===== config.mk =====
export PLATFORM = sky130hd
export DESIGN_NAME = fetch_unit
export DESIGN_NICKNAME = d
export VERILOG_FILES = /design/src/rtl/fetch_unit.sv
export SDC_FILE = /design/constraint.sdc
export NUM_CORES = 1
export LEC_CHECK = 0
export CAP_MARGIN = 20
export CORE_MARGIN = 2
export CORE_UTILIZATION = 40
export CTS_CLUSTER_DIAMETER = 150
export CTS_CLUSTER_SIZE = 14
export DETAILED_ROUTE_END_ITERATION = 10
export PLACE_DENSITY = 0.75
export SLEW_MARGIN = 20
export SYNTH_ARGS = -nofsm -noshare
export SYNTH_HDL_FRONTEND = slang
export SYNTH_SLANG_ARGS = --single-unit

===== constraint.sdc =====
create_clock -name clk -period 4.4 [get_ports clk]
set_clock_uncertainty 0.1 [all_clocks]
set_input_delay 0.88 -clock clk [delete_from_list [all_inputs] [get_ports clk]]
set_output_delay 0.88 -clock clk [all_outputs]
set_load 0.02 [all_outputs]

===== src/rtl/fetch_unit.sv =====
// Instruction fetch stage: owns the PC, keeps one read outstanding to instruction
// memory and presents the returned word to the decoder through the instruction register.
module fetch_unit #(
  parameter logic [31:0] RESET_PC  = 32'h0000_0000,
  parameter logic [31:0] NOP_INSTR = 32'h0000_0013
) (
  input  logic        clk,
  input  logic        reset,
  output logic        imem_req,
  output logic [31:0] imem_addr,
  input  logic [31:0] imem_rdata,
  input  logic        imem_rvalid,
  output logic [31:0] instr,
  output logic [31:0] instr_pc,
  output logic        instr_valid,
  input  logic        instr_ready,
  input  logic        redirect,
  input  logic [31:0] redirect_pc,
  output logic        fault
);

  typedef enum logic [2:0] {
    START,
    FETCH,
    HOLD,
    DRAIN,
    FAULT
  } state_e;

  state_e      state_q;
  logic [31:0] pc_q;
  logic [31:0] pending_pc_q;
  logic [31:0] instr_q;
  logic [31:0] instr_pc_q;

  logic redirect_ok;
  logic redirect_bad;

  assign redirect_ok  = redirect && (redirect_pc[1:0] == 2'b00);
  assign redirect_bad = redirect && (redirect_pc[1:0] != 2'b00);

  // Outputs decode registered state only, so no input reaches an output combinationally.
  assign imem_req    = (state_q == FETCH);
  assign imem_addr   = pc_q;
  assign instr_valid = (state_q == HOLD);
  assign fault       = (state_q == FAULT);
  assign instr       = instr_q;
  assign instr_pc    = instr_pc_q;

  // NOTE: every register here is state, so all updates use non-blocking assignments;
  // a blocking write would let later branches in this block see the new value.
  always_ff @(posedge clk) begin
    if (reset) begin
      state_q      <= START;
      pc_q         <= RESET_PC;
      pending_pc_q <= RESET_PC;
      instr_q      <= NOP_INSTR;
      instr_pc_q   <= RESET_PC;
    end else if (state_q != FAULT && redirect_bad) begin
      state_q <= FAULT;
      instr_q <= NOP_INSTR;
    end else begin
      unique case (state_q)
        START: begin
          if (redirect_ok) pc_q <= redirect_pc;
          state_q <= FETCH;
        end

        FETCH: begin
          if (redirect_ok) begin
            // With data in hand the old request is finished and a new one can start at once;
            // otherwise the stale response must be swallowed before re-issuing.
            if (imem_rvalid) begin
              pc_q <= redirect_pc;
            end else begin
              pending_pc_q <= redirect_pc;
              state_q      <= DRAIN;
            end
          end else if (imem_rvalid) begin
            instr_q    <= imem_rdata;
            instr_pc_q <= pc_q;
            state_q    <= HOLD;
          end
        end

        HOLD: begin
          if (redirect_ok) begin
            instr_q <= NOP_INSTR;
            pc_q    <= redirect_pc;
            state_q <= FETCH;
          end else if (instr_ready) begin
            pc_q    <= pc_q + 32'd4;
            state_q <= FETCH;
          end
        end

        DRAIN: begin
          if (redirect_ok) begin
            if (imem_rvalid) begin
              pc_q    <= redirect_pc;
              state_q <= FETCH;
            end else begin
              pending_pc_q <= redirect_pc;
            end
          end else if (imem_rvalid) begin
            pc_q    <= pending_pc_q;
            state_q <= FETCH;
          end
        end

        FAULT: state_q <= FAULT;

        default: state_q <= START;
      endcase
    end
  end

endmodule


## Yosys cells after proc, flatten, opt, wreduce, memory -nomap -nowiden

Index checks and enable logic that the tools add are counted.

| word-level totals | value |
|---|---|
| register bits after elaboration | 131 |
| bits in latches | 0 |
| memory bits (writable) | 0 |
| bits in read-only memories | 0 |
| bits of input ports | 69 |
| output and inout port bits | 99 |
| logic and storage cells | 65 |
| memories | 0 |

| cells by class | value |
|---|---|
| add/subtract/negate cells | 1 |
| multiply operators | 0 |
| div/mod/pow operators | 0 |
| magnitude comparators | 0 |
| equality and inequality tests | 19 |
| shift operators | 0 |
| muxes and demuxes | 20 |
| bitwise gates (word level) | 3 |
| reductions and logical operators | 16 |

Operators by type and width:

| kind | count |
|---|---|
| 32-bit 2-to-1 mux | 10 |
| 32-bit one-hot mux with 4 select lines | 1 |
| 32-bit one-hot mux with 2 select lines | 1 |
| 32-bit by 3-bit adder with 32-bit output (second input constant) | 1 |
| 3-bit 2-to-1 mux | 7 |
| 4-bit AND reduction | 5 |
| 3-bit one-hot mux with 5 select lines | 1 |
| 3-bit != test (second input constant) | 4 |
| 4-bit by 1-bit != test with 1-bit output (second input constant) | 2 |
| 3-bit by 2-bit equality test with 1-bit output (second input constant) | 2 |
| 2-bit by 1-bit != test with 1-bit output (second input constant) | 3 |
| 2-bit != test (second input constant) | 3 |
| 3-bit by 1-bit != test with 1-bit output (second input constant) | 2 |
| 6-bit AND reduction | 1 |
| 4-bit by 3-bit != test with 1-bit output (second input constant) | 1 |
| 2-bit nonzero test | 2 |
| 4-bit nonzero test | 1 |
| 2-bit OR reduction | 2 |
| 3-bit by 1-bit equality test with 1-bit output (second input constant) | 1 |
| 3-bit equality test (second input constant) | 1 |
| 1-bit logical AND | 3 |
| 3-bit zero test | 1 |
| 1-bit NOT | 3 |
| 2-bit zero test | 1 |

## Depth between registers and ports, before layout

| logic depth | value |
|---|---|
| word-level depth | 5 |
| gate-level depth with buffers | 9 |
| depth with buffers taken out | 7 |

## Worst setup path before layout

OpenSTA, ideal clock, no wires.

| timing path | value |
|---|---|
| path type | input port to flip-flop |
| start point | input port redirect_pc[0] |
| end point | register pc_q[12] (netlist: imem_addr[12]) |
| library setup time | 0.134 ns |
| data arrival time | 2.455 ns |
| data required time | 4.166 ns |
| slack | 1.711 ns |
| cell stages on the path | 7 |
| path buffers | 2 |
| path through | or3b_1 buf_6 o32a_1 buf_6 a221o_1 a2111oi_1 nor4_1 |

| on the way | value |
|---|---|
| longest elaborated chain between the ends | 5 |
| elaborated cells between the ends (all ways) | 14 |
| those cells by class | 4 x eq/ne; 3 x mux; 1 x bitwise; 6 x reduce/logical |

Ends and longest elaborated chain:

| item | line | text |
|---|---|---|
| start, declared | 18 | `input logic [31:0] redirect_pc,` |
| parallel branches: the longest is 5 deep, another holds 6-bit AND reduction | - |  |
| end signal, assigned | 65 | `if (redirect_ok) pc_q <= redirect_pc;` |
| end signal, assigned | 74 | `pc_q <= redirect_pc;` |
| end signal, assigned | 89 | `pc_q <= redirect_pc;` |
| end, declared | 31 | `logic [31:0] pc_q;` |

Several ways; the timed one is not identified.
A chain may end at the register's enable or synchronous reset.

## Final worst setup path

| timing path | value |
|---|---|
| start point | register state_q[1] |
| end point | output port instr_valid |

| on the way | value |
|---|---|
| longest elaborated chain between the ends | 1 |

Ends and longest elaborated chain:

| item | line | text |
|---|---|---|
| start, declared | 30 | `state_e state_q;` |
| start signal, assigned | 54 | `state_q <= START;` |
| start signal, assigned | 60 | `state_q <= FAULT;` |
| start signal, assigned | 66 | `state_q <= FETCH;` |
| 3-bit by 2-bit equality test with 1-bit output | 45 | `assign instr_valid = (state_q == HOLD);` |
| end, declared | 15 | `output logic instr_valid,` |

No other way between the ends.

==> qor.yml <==
postSynth.asyncResetShare_pct: 0
drt_iter0_drc: 735
avgViaCountPerCell: 5.72
crit_arrival_ns: 2.64
mostFrequentLayoutCells: "nand2_1, clkdlybuf4s50_1, dfxtp_1"
drt_pre_antenna_iters: 7
ant_nets_after_route: 0
run_status: "complete, no violations"
synth-seq-cells: 131
holdCritPathClass: "reg2reg"
overflow: 0
dp.final_hpwl_um: 13800
end_of_flow_core_utilization_pct: 57.1
yosysWarnings: 0
power_mw: 3.16
antenna_cells_inserted: 0
min_from: "instr[28]"
fp.dieArea_mm2: 0.0162
drive_above_1_share_pct: 7.58
synth_enable_flop_cells: 0
leak_pwr_nw: 2.97
worstMarginPinSlew_ns: 0.721
groute.usage.overall_pct: 24.6
crit_start: "state_q[1]"
layout_worst_path_cycle_share_pct: 82.2
fp.coreArea_mm2: 0.0150
worst-setup-path-type: "reg2out"
footprint_of_the_flip_flops_and_latches_mm2: 0.00262
endpoint_kind: "output port"
yosys.cell_types.count: 65
synth_area_mm2: 0.00609
clkSinkCount: 131
cts-hold-fix-buffers: 0
synth_largest_area_cell: "dfxtp_1"
crit_path_cell_trace: "buf_4 -> or3b_2 -> inv_2 -> clkdlybuf4s50_1"
cp.buffers_inverters: 3
clkSlewWorstSetupHoldPaths_ns: 0.06
cpPeakStageDelay_ns: 0.79
worstSkewPairLatency_ns: 0.42
setup_viol: 0
yosys_most_used_dff: "dfxtp_1"
setup-tns-final_ns: 0
pin_count_of_the_biggest_net_entering_global_routing: 56
post-cts-setup-buffer-count: 0
max_clock_freq_mhz: 277
average_size_of_a_mapped_cell_um2: 7.58
critPathLaunchType: "register"
antenna_violations_before_repair: 0
drv_slew: 0
dr_drc_count: 0
fp.dieH_um: 127
multi_input_comb_area_mm2: 0.00320
std_cell_rows: 45
io_pins: 168
vias: 6579
worst_ep_required_time_ns: 3.42
finalWirelength_um: 20300
power_per_cell_area_mw_per_mm2: 368
synth_nets: 874
maxCapViolations: 0
syn-instance-count: 804
rsz0062_at_grt: "no"
cts_resized: 0
cts_tree: "built"
worst_slew_margin_relative_to_its_limit_pct: 51.9
final-hold-violation-count: 0
clk_path_buf_depth: 2
power.ir.vdd_worst_mv: 0.268
post_drt_wl_per_cell_um: 17.6
start_util_pct: 40.5
fillerInstances: 1369
floorplan.die.width_um: 127
crit_path_top_delay_cell: "or3b_2"
htree_levels: 4
crit_path_max_fanout: 32
first_global_vias: 6048
nNetsFinal: 1020
synth_largest_type_area_fraction_pct: 43.0
share_of_the_yosys_chip_area_belonging_to_registers_pct: 43.0
critical_path.reg2reg.startpoint: "state_q[1]"
port_buffers: 167
post_synth_main_area_contributors: "dfxtp_1, nand2_1, a21oi_1"
mostFrequentLayoutCell: "nand2_1"
cts_buffers: 17
ctsRootBufferMaster: "clkbuf_16"
syn2layout_area_growth_pct: 40.9
wire_length_of_the_first_global_routing_pass_um: 31800
place.gp.congestion: 0.948
crit_family: "buffers and inverters"
final.min_clock_period_ns: 3.62
cell type report:
cell class,count,share of cell area [%]
Multi-Input combinational cell,602,37.2
Clock buffer,20,5.20
Tap cell,188,2.74
Clock inverter,12,2.37
Timing Repair Buffer,191,21.6
Sequential cell,131,30.5
Inverter,7,0.306
sequential cells by signal (all words and copies together) (netlist names):
signal	flops
imem_addr	32
instr	32
instr_pc	32
pending_pc_q	32
state_q	3
worst register-to-register path: stages (launching register included):
cell and delay [ns]:
dfxtp_1 0.30, buf_4 0.25, or3b_2 0.79, inv_2 0.23, nand2_2 0.26, or2_2 0.42, nor3_1 0.20, a211oi_1 0.08
o21ai_0 0.15
routing by layer:
metal / GRT usage [%] / wire length, um
met2: 38.8 / 9380
met1: 32.9 / 8820
met3: 5.19 / 1640
met5: 0 / 0
met4: 9.89 / 440
metrics by stage:
step | cells | setup slack [ns] | instance area (um^2) | hold slack [ns]
2_1_floorplan | 804 | 1.71 | 6090 | 0.333
3_3_place_gp | 1119 | 0.874 | 7940 | 0.337
3_5_place_dp | 1119 | 0.801 | 7940 | 0.343
4_1_cts | 1151 | 0.762 | 8590 | 0.351
5_1_grt | 1151 | 0.695 | 8590 | 0.365
6_report | 1151 | 0.784 | 8590 | 0.351
cells by family after synthesis:
group | synth area share (%)
buf+inv | 4.78
mux | 1.33
simple gates | 25.3
flops | 43.0
compound gates | 24.3
xor+xnor | 1.01
fa+ha+maj | 0.205
report_power, final:
part / leakage [nW] / total [mW] / internal (mW) / switching [mW]
clock network: 0.319 / 1.57 / 1.02 / 0.544
registers: 1.06 / 1.24 / 1.21 / 0.0310
logic: 1.60 / 0.353 / 0.157 / 0.196
synth_stat cells (all sizes together), types with 2 or more instances:
library cell  count
or2               2
a211o             3
nor4              3
nor2b             3
and4              4
inv               7
o221ai            2
xnor2             5
nor3             16
a211oi            2
nor3b             3
nand3            49
xor2              2
o21ai            42
a32o              5
nand2b            3
mux2i             7
a32oi             2
a221o             8
o21bai            5
o31ai             4
a22oi            11
a222oi            6
a21o              5
nand4            11
and2              3
a21oi           123
nor2             41
clkbuf           53
o311ai            2
nand2           190
and3             12
o32ai             3
buf              11
a31oi             6
dfxtp           131
or3b              3
worst paths after layout:
path / slack [ns] / endpoint / cells after the start
worst min register to register: 0.35 / instr[28] / 2
worst max register to register: 1.54 / imem_addr[20] / 8
worst min-delay path: 0.35 / instr[28] / 2
worst max-delay path: 0.78 / instr_valid / 4
(Power assumes the default switching activity.)
